**src/rtl/dnn_pkg.sv**
```systemverilog
// Shared types and constants for the DNN result collector: score width, FIFO depth,
// pair-capture states and the stored result record.
package dnn_pkg;

    localparam int OUT_W          = 17;
    localparam int RES_FIFO_DEPTH = 4;
    localparam int CNT_W          = $clog2(RES_FIFO_DEPTH + 1);

    typedef logic signed [OUT_W-1:0] score_t;

    typedef enum logic [1:0] {
        ST_WAIT  = 2'd0,
        ST_HAVE0 = 2'd1,
        ST_HAVE1 = 2'd2
    } cap_state_e;

    typedef struct packed {
        logic   cls;
        logic   tie;
        score_t value;
    } result_t;

    // Ties resolve to class 0, so class 1 wins only on a strict signed greater-than.
    function automatic result_t argmax(input score_t s0, input score_t s1);
        result_t r;
        r.cls   = (s1 > s0);
        r.value = r.cls ? s1 : s0;
        r.tie   = (s0 == s1);
        return r;
    endfunction

endpackage

```
**src/rtl/dnn_result_collector_if.sv**
```systemverilog
// Score inputs from dnn_opt_mult and the result-queue handshake toward the consumer.
interface dnn_result_collector_if;
    import dnn_pkg::*;

    score_t           out0;
    score_t           out1;
    logic             out0_ready;
    logic             out1_ready;
    logic             res_valid;
    logic             res_ready;
    logic             res_class;
    score_t           res_value;
    logic             res_tie;
    logic [CNT_W-1:0] res_count;
    logic             overflow;

    modport master (
        output out0, out1, out0_ready, out1_ready, res_ready,
        input  res_valid, res_class, res_value, res_tie, res_count, overflow
    );

    modport slave (
        input  out0, out1, out0_ready, out1_ready, res_ready,
        output res_valid, res_class, res_value, res_tie, res_count, overflow
    );

endinterface

```
**src/rtl/dnn_result_fifo.sv**
```systemverilog
// First-word fall-through result queue with modulo-DEPTH pointers and occupancy count.
module dnn_result_fifo
    import dnn_pkg::*;
#(
    parameter int DEPTH = RES_FIFO_DEPTH
) (
    input  logic                         clk,
    input  logic                         rst,
    input  logic                         push,
    input  result_t                      din,
    input  logic                         pop,
    output result_t                      head,
    output logic                         full,
    output logic                         empty,
    output logic [$clog2(DEPTH+1)-1:0]   count
);

    localparam int PTR_W = (DEPTH > 1) ? $clog2(DEPTH) : 1;
    localparam int CW    = $clog2(DEPTH + 1);

    function automatic logic [PTR_W-1:0] next_ptr(input logic [PTR_W-1:0] p);
        return (p == PTR_W'(DEPTH - 1)) ? '0 : p + PTR_W'(1);
    endfunction

    result_t          mem [DEPTH];
    logic [PTR_W-1:0] wr_ptr;
    logic [PTR_W-1:0] rd_ptr;
    logic [CW-1:0]    cnt;
    logic             do_pop;
    logic             do_push;

    assign empty   = (cnt == '0);
    assign full    = (cnt == CW'(DEPTH));
    assign count   = cnt;
    assign head    = mem[rd_ptr];
    // A pop on the same edge frees the slot, so a full queue still takes the push.
    assign do_pop  = pop && !empty;
    assign do_push = push && (!full || do_pop);

    always_ff @(posedge clk or posedge rst) begin
        if (rst) begin
            wr_ptr <= '0;
            rd_ptr <= '0;
            cnt    <= '0;
        end else begin
            if (do_push) wr_ptr <= next_ptr(wr_ptr);
            if (do_pop)  rd_ptr <= next_ptr(rd_ptr);
            case ({do_push, do_pop})
                2'b10:   cnt <= cnt + CW'(1);
                2'b01:   cnt <= cnt - CW'(1);
                default: cnt <= cnt;
            endcase
        end
    end

    always_ff @(posedge clk) begin
        if (do_push) mem[wr_ptr] <= din;
    end

endmodule

```
**src/rtl/dnn_result_collector.sv**
```systemverilog
// Pairs class-0/class-1 scores arriving on independent strobes, takes the argmax and
// queues {class, tie, value} records for a ready/valid consumer.
module dnn_result_collector
    import dnn_pkg::*;
(
    input logic                   clk,
    input logic                   rst,
    dnn_result_collector_if.slave bus
);

    cap_state_e       state_q, state_d;
    score_t           held0_q, held0_d;
    score_t           held1_q, held1_d;
    score_t           s0, s1;
    logic             pair_done;
    logic             overflow_q;
    result_t          fifo_head;
    logic             fifo_full;
    logic             fifo_empty;
    logic [CNT_W-1:0] fifo_count;

    always_comb begin
        state_d   = state_q;
        held0_d   = held0_q;
        held1_d   = held1_q;
        pair_done = 1'b0;
        s0        = bus.out0;
        s1        = bus.out1;
        case (state_q)
            ST_WAIT: begin
                if (bus.out0_ready && bus.out1_ready) begin
                    pair_done = 1'b1;
                end else if (bus.out0_ready) begin
                    held0_d = bus.out0;
                    state_d = ST_HAVE0;
                end else if (bus.out1_ready) begin
                    held1_d = bus.out1;
                    state_d = ST_HAVE1;
                end
            end
            // Fresh scores arriving together always beat a held one.
            ST_HAVE0: begin
                if (bus.out1_ready) begin
                    pair_done = 1'b1;
                    s0        = bus.out0_ready ? bus.out0 : held0_q;
                    state_d   = ST_WAIT;
                end else if (bus.out0_ready) begin
                    held0_d = bus.out0;
                end
            end
            ST_HAVE1: begin
                if (bus.out0_ready) begin
                    pair_done = 1'b1;
                    s1        = bus.out1_ready ? bus.out1 : held1_q;
                    state_d   = ST_WAIT;
                end else if (bus.out1_ready) begin
                    held1_d = bus.out1;
                end
            end
            default: state_d = ST_WAIT;
        endcase
    end

    always_ff @(posedge clk or posedge rst) begin
        if (rst) begin
            state_q    <= ST_WAIT;
            held0_q    <= '0;
            held1_q    <= '0;
            overflow_q <= 1'b0;
        end else begin
            state_q <= state_d;
            held0_q <= held0_d;
            held1_q <= held1_d;
            // A full queue only loses the new entry when nothing drains on this edge.
            if (pair_done && fifo_full && !bus.res_ready) overflow_q <= 1'b1;
        end
    end

    dnn_result_fifo #(
        .DEPTH (RES_FIFO_DEPTH)
    ) u_fifo (
        .clk   (clk),
        .rst   (rst),
        .push  (pair_done),
        .din   (argmax(s0, s1)),
        .pop   (bus.res_ready),
        .head  (fifo_head),
        .full  (fifo_full),
        .empty (fifo_empty),
        .count (fifo_count)
    );

    assign bus.res_valid = !fifo_empty;
    assign bus.res_class = !fifo_empty && fifo_head.cls;
    assign bus.res_tie   = !fifo_empty && fifo_head.tie;
    assign bus.res_value = fifo_empty ? '0 : fifo_head.value;
    assign bus.res_count = fifo_count;
    assign bus.overflow  = overflow_q;

endmodule

```
**src/flat_wrapper.sv**
```systemverilog
// flat-port wrapper written by rule: the top's interface ports become plain ports
module dnn_result_collector_flat import dnn_pkg::*;
  (clk, rst, bus_out0, bus_out1, bus_out0_ready, bus_out1_ready, bus_res_ready, bus_res_valid, bus_res_class, bus_res_value, bus_res_tie, bus_res_count, bus_overflow);
  dnn_result_collector_if bus_i ();
  input logic clk;
  input logic rst;
  input wire logic [$bits(bus_i.out0)-1:0] bus_out0;
  input wire logic [$bits(bus_i.out1)-1:0] bus_out1;
  input wire logic [$bits(bus_i.out0_ready)-1:0] bus_out0_ready;
  input wire logic [$bits(bus_i.out1_ready)-1:0] bus_out1_ready;
  input wire logic [$bits(bus_i.res_ready)-1:0] bus_res_ready;
  output wire logic [$bits(bus_i.res_valid)-1:0] bus_res_valid;
  output wire logic [$bits(bus_i.res_class)-1:0] bus_res_class;
  output wire logic [$bits(bus_i.res_value)-1:0] bus_res_value;
  output wire logic [$bits(bus_i.res_tie)-1:0] bus_res_tie;
  output wire logic [$bits(bus_i.res_count)-1:0] bus_res_count;
  output wire logic [$bits(bus_i.overflow)-1:0] bus_overflow;
  assign bus_i.out0 = bus_out0;
  assign bus_i.out1 = bus_out1;
  assign bus_i.out0_ready = bus_out0_ready;
  assign bus_i.out1_ready = bus_out1_ready;
  assign bus_i.res_ready = bus_res_ready;
  assign bus_res_valid = bus_i.res_valid;
  assign bus_res_class = bus_i.res_class;
  assign bus_res_value = bus_i.res_value;
  assign bus_res_tie = bus_i.res_tie;
  assign bus_res_count = bus_i.res_count;
  assign bus_overflow = bus_i.overflow;
  dnn_result_collector u_core (.clk(clk), .rst(rst), .bus(bus_i));
endmodule
```
**config.mk**
```make
export PLATFORM = sky130hd
export DESIGN_NAME = dnn_result_collector_flat
export DESIGN_NICKNAME = d
export VERILOG_FILES = /design/src/rtl/dnn_pkg.sv /design/src/rtl/dnn_result_collector_if.sv /design/src/rtl/dnn_result_fifo.sv /design/src/rtl/dnn_result_collector.sv /design/src/flat_wrapper.sv
export SDC_FILE = /design/constraint.sdc
export NUM_CORES = 1
export LEC_CHECK = 0
export ABC_AREA = 1
export CORE_ASPECT_RATIO = 0.75
export CORE_UTILIZATION = 56
export CTS_CLUSTER_SIZE = 8
export DETAILED_ROUTE_END_ITERATION = 16
export PLACE_DENSITY = 0.78
export SLEW_MARGIN = 5
export SYNTH_ARGS = -nofsm -noshare
export SYNTH_HDL_FRONTEND = slang
export SYNTH_SLANG_ARGS = --single-unit
```
**constraint.sdc**
```tcl
create_clock -name clk -period 6.15 [get_ports clk]
set_input_delay 0.9225 -clock clk [delete_from_list [all_inputs] [get_ports clk]]
set_output_delay 0.9225 -clock clk [all_outputs]
set_load 0.01 [all_outputs]
```
# Word-level counts from Yosys, hierarchy flattened
# Memory sizes are Yosys's and may differ from the RTL's.
# Cells that the tools add are included.
# totals
reg_bits	44
latchBits	0
mem_bits_rw	76
rom_bits	0
inputBits	39
wordCells	74
memories	1
# memory_table
name	words	word_bits	rd	rd_clocked_by_memory_dff	wr	line_no	rtl
u_core.u_fifo.mem	4	19	1	0	1	dnn_result_fifo.sv:25	result_t mem [DEPTH];
# classes
add_sub_neg	4
multipliers	0
div	0
n_lt_le_gt_ge	1
n_eq_ne	13
shifts	0
n_mux	29
n_bitwise	0
reduce_logical	19
# op_table
cell	n
two-way mux 17 bit	12
one-hot mux 17 bit (2 select lines)	2
equality test 17 bit	1
greater-than comparator 17 bit	1
two-way mux 2 bit	7
equality test 2 bit (second input constant)	4
!= test 2 bit (second input constant)	4
logical AND 1 bit	7
one-hot mux 2 bit (3 select lines)	1
one-hot mux 3 bit (2 select lines)	1
nonzero test 2 bit	3
two-way mux 1 bit	5
adder 2 x 1 -> 2 bit (second input constant)	2
equality test 2 x 1 -> 1 bit (second input constant)	2
AND reduction 4 bit	1
adder 3 x 1 -> 3 bit (second input constant)	1
equality test 3 bit (second input constant)	1
logical NOT 1 bit	3
logical NOT 3 bit	1
!= test 3 bit (second input constant)	1
one-hot mux 1 bit (3 select lines)	1
AND reduction 3 bit	1
subtractor 3 x 1 -> 3 bit (second input constant)	1
logical NOT 2 bit	1
2 further kinds	2

# Depth between registers and ports, before layout
# Gate-level depths: netlist of the first run.
# logic_depth
word_depth	7
depth_mapped	21

# Modules after synthesis
# A second synthesis of the first run with hierarchy kept.
# hier_totals
cells_unflattened	800
area_unflattened_um2	6712.7
# by_module_without_submodules
mod	n_inst	cells_each	area_per_inst_um2
dnn_result_fifo	1	284	3510.9
dnn_result_collector	1	516	3201.8

# Least setup slack after synthesis of the first run
# OpenSTA, ideal clock, no wires.
# synth_timing
path_kind	input -> register
start	input port bus_out0_ready
end	memory u_core.u_fifo.mem[0][10] (netlist name), data pin
setup_time_ps	266
arrival_ps	3079
required_ps	5884
slack_ps	2806
stages	17
n_path_buf	3
path_cell_list	buf_2 > nand2_2 > clkinv_1 > buf_2 > nand2_1 > nand2_1 > ha_1 > a21o_1 > nor2_1 > nand2_1 > nor2_2 > nand2_1 > nand2_4 > nand3_4 > buf_6 > nand2_1 > nand2_1
# synth_rtl
element	line_no	rtl
start: declaration	flat_wrapper.sv:9	input wire logic [$bits(bus_i.out0_ready)-1:0] bus_out0_ready;
end: declaration	dnn_result_fifo.sv:25	

==> results of run 1 <==
## cell type report
| cell class | count | area share [%] |
|---|---|---|
| clock buffer | 17 | 5.577 |
| clock inverter | 15 | 1.361 |
| inverter | 84 | 4.133 |
| multi-input combinational | 517 | 33.36 |
| sequential | 120 | 44.35 |
| tap | 140 | 2.296 |
| timing repair buffer | 70 | 8.922 |
## layer usage
metal / track usage, % / vias up / share of wire (%)
met4: 8.740 / 0 / 1.6
li1: - / 2586 / -
met3: 6.006 / 25 / 6.3
met1: 37.15 / 2468 / 45
met5: 0 / - / 0
met2: 45.74 / 188 / 47
## power by group
group          internal, W  switching [W]
Combinational     0.000446       0.000653
Sequential         0.00104      0.0000719
Clock             0.000513       0.000379
## worst max path at each step
stage	to	slack (ns)
after detailed placement	u_core.u_fifo.mem[0][12]	1.47
after floorplan	u_core.u_fifo.mem[0][10]	2.81
after global placement	u_core.u_fifo.mem[0][10]	1.58
after global routing	u_core.u_fifo.mem[0][12]	1.46
after CTS	u_core.u_fifo.mem[0][12]	1.84
final	u_core.u_fifo.mem[0][15]	1.83
## kinds of logic after synthesis
group	after synthesis	share of synthesized area (%)
muxes	1	0.1563
xor gates and xnor gates	2	0.2736
adders and majority gates	23	4.612
buffers and inverters	120	7.406
AOI/OAI and AO/OA	156	12.45
and+or+nand+nor	335	22.26
DFF	120	52.84
## synthesized netlist by cell type, types with 3 or more instances
cell type	instances
inv_1	81
dfrtp_1	44
o21ai_1	4
edfxtp_1	76
nand4_1	19
or2_2	16
a21oi_1	25
buf_2	7
clkbuf_1	23
buf_1	3
nand2_2	4
nor2_1	94
ha_1	22
nand2_1	186
o21ai_0	122
nand3_1	5
## flip-flops by register name, summed over array words and instances, names as in the netlist
| register | count |
|---|---|
| u_core.u_fifo.count | 3 |
| u_core.held0_q | 17 |
| u_core.bus.overflow | 1 |
| u_core.u_fifo.wr_ptr | 2 |
| u_core.u_fifo.mem | 76 |
| u_core.state_q | 2 |
| u_core.u_fifo.rd_ptr | 2 |
| u_core.held1_q | 17 |
## metrics by stage
| step | area [µm²] | hold WS [ns] |
|---|---|---|
| 6_report | 7629 | 0.4782 |
| 3_3_place_gp | 7099 | 0.4511 |
| 2_1_floorplan | 6402 | 0.4523 |
| 5_1_grt | 7629 | 0.5186 |
| 3_5_place_dp | 7099 | 0.4814 |
| 4_1_cts | 7629 | 0.4937 |
## critical path: stages
cell,delay [ns]
clkdlybuf4s50_1,0.39
buf_4,0.24
nand2_2,0.31
clkinv_1,0.50
nand2_1,0.18
nand2_1,0.11
ha_1,0.41
nand2_2,0.11
nor2_2,0.14
nand3_1,0.10
nor2_1,0.14
nor2_2,0.06
nand3_2,0.27
nand3_4,0.30
nand2_1,0.15
nand2_1,0.11
==> metrics.csv, run 1 <==
metric;value;unit
period_share;70.27;%
drive_gt1_share;8.384;%
synth_flop_cell;edfxtp_1;
die_w;125.5;µm
h-tree-depth;4;
post_drt_via_cell_ratio;5.469;
cap_violations;0;
cts_root_buf;clkbuf_16;
seq_area;3383;µm²
post_cts_resized;0;
crit_arrival;4.47;ns
area_growth;19.15;%
rsz0062_at_grt;no;
fin_skew;0.01450;ns
wl_per_cell;16.10;µm
rrSetupSlack;2.41;ns
final_max_slew_viol_count;0;
finalHoldViolations;0;
grt_use_total;27.79;%
min_period;4.322;ns
violations;design-rule violations;
ios;63;
worstReg2RegEnd;u_core.u_fifo.mem[0][15];
firstDrtPassIters;11;
synthesis.nets;819;
path_max_fanout;37;
crit_type;primary input to register;
worst_hold_startpoint;u_core.bus.overflow;
ys_seq_elements;120;
antenna_cells;0;
synth_area;6402;µm²
cts_buffers;17;
slew_headroom;24.54;%
cp.required;6.30;ns
netlist_instances;757;
p_leak;3.349;nW
min_path_cells;1;
die_y;94.60;µm
tightestPinTransition;1.132;ns
holdPathEnd;u_core.bus.overflow;
die_area;11870;µm²
cts.path.max_buffers;2;
rows;33;
antenna_found_initial;0;
ant_nets;0;
grt_pass1_wl;24.65;mm
dp_cells;931;
startpoint_type;primary input;
cts_tree;done;
fin_total_pwr;0.003103;W
yosysTopAreaCell;edfxtp_1;
hold_class;register to register;
initial_core_util;58.08;%
drtIter0Drc;565;
post_cts_buffers;0;
ys_types;36;
synth.area.top_cells;edfxtp_1, dfrtp_1, nand2_1, o21ai_0, nor2_1;
final_cell_mix;nand2_1, o21ai_0, nor2_1;
grt_max_degree;45;
cts.sinks;120;
end_kind;register;
cts.clk_slew.worst_paths;0.06;ns
setup.worst_path.start;bus_out0_ready;
yosysWarnings;0;
layout_commonest_cell;nand2_1;
fin_cells;963;
pre_cts_ws;1.466;ns
fin_util;69.20;%
port_buffers;62;
avgSynthCellArea;8.458;µm²
nets;872;
place.gp.congestion;0.8813;
vias;5267;
status;finished with violations;
cts_hold_buf;0;
p_per_area;406.8;nW/µm²
grt.overflow.total;0;
grt_pass1_vias;4878;
synth_seq_area_share;52.84;%
hpwl;10.49;mm
clock.fmax;0.2314;GHz
irDropWorstVdd;0.0002276;V
drc;2;
setup_slack;1.828;ns
r2r_cells;16;
reg2reg_from;u_core.state_q[1];
multi_input_area;2545;µm²
nFillCells;860;
clkLatencyLatePin;0.42;ns
finalSetupViolations;0;
core_area;11020;µm²
drt-total-wl;15.50;mm
synth_edf_count;76;
synth.top_cell.area_share;35.65;%
timing.setup.tns;0;ns
synthArstFlopShare;36.67;%
Note: power is estimated with default switching activity, not from simulation.
==> run 2: changes to the inputs <==
Clock period 6.15 ns to 4.4 ns, I/O delays scaled along.
==> metrics.csv, run 2 (same netlist as run 1, synthesis figures left out) <==
metric;value;unit
startpoint_type;primary input;
drc;2;
drtIter0Drc;531;
cp.required;4.53;ns
nFillCells;826;
violations;design-rule violations;
grt_pass1_wl;24.92;mm
area_growth;21.99;%
grt_use_met1;36.30;%
rsz0062_at_grt;no;
p_seq_share;33.7;%
final_area;7810;µm²
met3_usage;5.042;%
drive_gt1_share;9.364;%
path_max_fanout;18;
cap_violations;0;
final_cell_mix;nand2_1, o21ai_0, nor2_1;
post_drt_via_cell_ratio;5.432;
largest_reg_flops;76;
die_y;94.60;µm
post_cts_resized;0;
slew_headroom;48.40;%
hold_class;register to register;
pwr-share-comb;34.2;%
drt-total-wl;14.93;mm
crit_type;primary input to register;
ios;63;
largest_register;u_core.u_fifo.mem;
timing.setup.tns;0;ns
period_share;80.45;%
cts_hold_buf;0;
cts.sinks;120;
clkLatencyLatePin;0.42;ns
fin_skew;0.01537;ns
reg.largest.list;u_core.u_fifo.mem: 76 flops, u_core.held0_q: 17 flops, u_core.held1_q: 17 flops;
irDropWorstVdd;0.0002856;V
multi_input_area;2545;µm²
switchingPower;0.001506;W
nets;882;
grt_pass1_vias;5085;
antenna_found_initial;0;
cts.path.max_buffers;2;
power.internal;0.003068;W
grt_util_met2;45.69;%
place.gp.congestion;0.9477;
end_kind;register;
firstDrtPassIters;12;
die_area;11870;µm²
p_leak;3.446;nW
antenna_cells;0;
post_cts_buffers;0;
vias;5285;
core_area;11020;µm²
grt_use_total;27.52;%
initial_core_util;58.08;%
dpl_cell_area;7174;µm²
seq_area;3383;µm²
status;finished with violations;
cts_root_buf;clkbuf_16;
layout_commonest_cell;nand2_1;
wl_per_cell;15.35;µm
switching_share;32.92;%
final_max_slew_viol_count;0;
h-tree-depth;4;
rows;33;
finalSetupViolations;0;
port_buffers;62;
worst_hold_startpoint;u_core.bus.overflow;
tightestPinTransition;0.7731;ns
fin_total_pwr;0.004574;W
setup.worst_path.start;bus_out1_ready;
ant_nets;0;
cts_tree;done;
reg2reg_from;u_core.state_q[0];
grt.overflow.total;0;
grt_max_degree;45;
globalRoute.busiestLayer;met2;
cts_buffers;17;
cts.clk_slew.worst_paths;0.05;ns
p_per_area;585.6;nW/µm²
hpwl;10.15;mm
clkPwrFrac;32.1;%
finalHoldViolations;0;
crit_arrival;3.67;ns
die_w;125.5;µm
min_period;3.540;ns
clock.fmax;0.2825;GHz
-- run 2: changes by cell type in the layout (fill, tap and decap cells not counted), sizes merged --
cell      before  now
buf            8   18
bufinv         0    3
clkbuf        17   23
clkinv        12    5
clkinvlp       2    1
inv           85   84
-- run 2: critical path: stages --
cell and delay [ns]:
clkdlybuf4s50_1 0.48, nand2_1 0.09, nor2_4 0.27, inv_2 0.20
o21ai_0 0.44, ha_1 0.33, nand2_1 0.07, inv_1 0.07
nand2_1 0.07, nand2_1 0.05, nand2_1 0.05, nand2_1 0.05
nor2_2 0.13, nand3_2 0.19, buf_4 0.24, nand4_1 0.10
nand2_1 0.15
-- run 2: final timing paths --
kind | slack (ns) | endpoint | cells past startpoint
worst max register to register | 1.14 | u_core.u_fifo.mem[0][3] | 16
worst min register to register | 0.47 | u_core.bus.overflow | 1
min in group asynchronous | 0.71 | u_core.state_q[0] | 3
worst max-delay path | 0.86 | u_core.u_fifo.mem[0][3] | 17
worst min-delay path | 0.47 | u_core.bus.overflow | 1
max in group asynchronous | 3.29 | u_core.held0_q[15] | 3
-- run 2: metrics by stage --
stage / setup slack [ns] / std cells / hold WS, ns / util (%)
after CTS: 0.9333 / 973 / 0.4709 / 70.84
final: 0.8603 / 973 / 0.4654 / 70.84
after detailed placement: 0.5072 / 941 / 0.4590 / 65.08
after global placement: 0.5946 / 941 / 0.4530 / 65.08
after floorplan: 1.318 / 757 / 0.4523 / -
after global routing: 0.6472 / 973 / 0.4829 / 70.84
-- run 2: routing by layer --
metal,vias up,part of all wire (%)
li1,2618,-
met2,222,47
met1,2429,44
met5,-,0
met3,16,7.6
met4,0,1.7
-- run 2: power by group through the flow --
stage | registers, W | logic (W) | clock network [W]
6_report | 0.00154 | 0.00156 | 0.00147
5_1_grt | 0.00156 | 0.00176 | 0.00152
4_1_cts | 0.00154 | 0.00156 | 0.00147
3_5_place_dp | 0.00156 | 0.00155 | 0
3_3_place_gp | 0.00155 | 0.00150 | 0
2_1_floorplan | 0.00154 | 0.000928 | 0
-- run 2: layout make-up --
class                      instances  area share (%)
sequential                       120           43.32
multi-input combinational        517           32.59
timing repair buffer              80           9.676
clock buffer                      23           6.408
inverter                          84           4.037
tap                              140           2.243
clock inverter                     9           1.730
==> run 3: changes to the inputs <==
Clock period 4.4 ns to 3.45 ns, I/O delays scaled along.
==> metrics.csv, run 3 (same netlist as run 1, synthesis figures left out) <==
metric;value;unit
final_max_slew_viol_count;0;
layout_commonest_cell;nand2_1;
grt_pass1_wl;25.83;mm
firstDrtPassIters;13;
p_seq_share;33.3;%
hpwl;10.91;mm
path_max_fanout;18;
tightestPinTransition;0.7807;ns
switchingPower;0.002032;W
die_w;125.5;µm
post_cts_buffers;0;
final_cell_mix;nand2_1, o21ai_0, nor2_1;
wl_per_cell;16.08;µm
end_kind;register;
ant_nets;0;
power.internal;0.003808;W
clkLatencyLatePin;0.42;ns
drive_gt1_share;12.76;%
finalHoldViolations;0;
top_layer;met4;
whs;0.4509;ns
reg2reg_from;u_core.state_q[0];
wl_met1;6.880;mm
drtIter0Drc;434;
antenna_cells;0;
area_growth;25.09;%
crit_arrival;3.31;ns
rrSetupSlack;0.38;ns
die_area;11870;µm²
hold_class;primary input to async pin;
cap_violations;0;
place.gp.congestion;0.9200;
largest_register;u_core.u_fifo.mem;
largest_reg_flops;76;
nFillCells;819;
timing.setup.tns;0;ns
reg.largest.list;u_core.u_fifo.mem: 76 flops, u_core.held0_q: 17 flops, u_core.held1_q: 17 flops;
slew_headroom;47.63;%
switching_share;34.80;%
fin_skew;0.009466;ns
crit_type;primary input to register;
cts_buffers;17;
vias;5557;
cts_tree;done;
p_leak;3.571;nW
p_per_area;729.3;nW/µm²
cts.clk_slew.worst_paths;0.06;ns
clock.fmax;0.3145;GHz
h-tree-depth;4;
port_buffers;62;
cts_root_buf;clkbuf_16;
status;finished with violations;
rsz0062_at_grt;no;
r2r_cells;18;
drt-total-wl;16.11;mm
grt_max_degree;40;
period_share;92.17;%
cp.required;3.58;ns
min_period;3.180;ns
initial_core_util;58.08;%
wl_met3;1.204;mm
nets;911;
irDropWorstVdd;0.0003511;V
startpoint_type;primary input;
die_y;94.60;µm
grt.overflow.total;0;
met2_length;7.740;mm
rows;33;
cts.sinks;120;
worstReg2RegEnd;u_core.u_fifo.mem[1][0];
pwr-share-comb;36.3;%
clkPwrFrac;30.4;%
ios;63;
grt_use_total;29.13;%
antenna_found_initial;0;
cts.path.max_buffers;2;
core_area;11020;µm²
finalSetupViolations;0;
drc;2;
violations;design-rule violations;
grt_pass1_vias;5145;
fin_util;72.65;%
post_drt_via_cell_ratio;5.546;
[run 3: routing by layer]
metal	up-vias	GRT usage [%]
met3	28	6.289
met2	251	49.40
met1	2601	36.88
met5	-	0
met4	0	11.59
li1	2677	-
[run 3: cell type report]
type	instances	area [µm²]	area share [%]
inverter	84	315.3	3.937
sequential	120	3383	42.24
multi-input combinational	517	2545	31.78
clock buffer	17	425.4	5.312
tap	140	175.2	2.187
clock inverter	15	166.4	2.078
timing repair buffer	109	998.5	12.47
[run 3: timing repair]
action,in CTS,in global routing
hold endpoints to repair,0,0
gates resized for setup,0,2
setup endpoints to repair,0,68
hold buffers,0,0
[run 3: worst max-delay path by stage]
stage | from | endpoint | slack, ns | cells after the start
3_5_place_dp | bus_out1_ready | u_core.u_fifo.mem[2][0] | -0.20 | 18
5_1_grt | bus_out1_ready | u_core.u_fifo.mem[1][0] | 0.04 | 18
4_1_cts | bus_out1_ready | u_core.u_fifo.mem[1][0] | 0.17 | 18
3_3_place_gp | bus_out1_ready | u_core.u_fifo.mem[2][2] | -0.18 | 18
2_1_floorplan | bus_out0_ready | u_core.u_fifo.mem[0][10] | 0.51 | 17
6_report | bus_out1_ready | u_core.u_fifo.mem[1][0] | 0.27 | 18
[run 3: metrics by stage]
stage | std cells | setup WS [ns] | instance area (µm²) | total power (W)
floorplan | 757 | 0.5109 | 6402 | 0.003147
global placement | 970 | -0.1787 | 7417 | 0.003957
detailed placement | 970 | -0.2028 | 7417 | 0.004043
CTS | 1002 | 0.1750 | 8009 | 0.005840
global route | 1002 | 0.04256 | 8009 | 0.006130
finish | 1002 | 0.2701 | 8009 | 0.005841
[run 3: worst max-delay path, cell delays in order]
cell	delay, ns
clkdlybuf4s50_1	0.48
nand2_1	0.09
nor2_4	0.17
inv_2	0.16
o21ai_1	0.39
ha_1	0.33
nand2_1	0.07
inv_1	0.07
nand2_1	0.07
nand2_1	0.04
nand2_1	0.05
nand2_1	0.05
nor2_2	0.13
nand2_1	0.10
nand2_4	0.08
nand3_4	0.21
nand2_1	0.14
nand2_1	0.14
[run 3: power groups by stage]
stage	clock [W]	combinational [W]	sequential, W
finish	0.00177	0.00212	0.00195
global route	0.00184	0.00232	0.00197
CTS	0.00179	0.00211	0.00195
detailed placement	0	0.00207	0.00197
global placement	0	0.00200	0.00196
floorplan	0	0.00118	0.00196
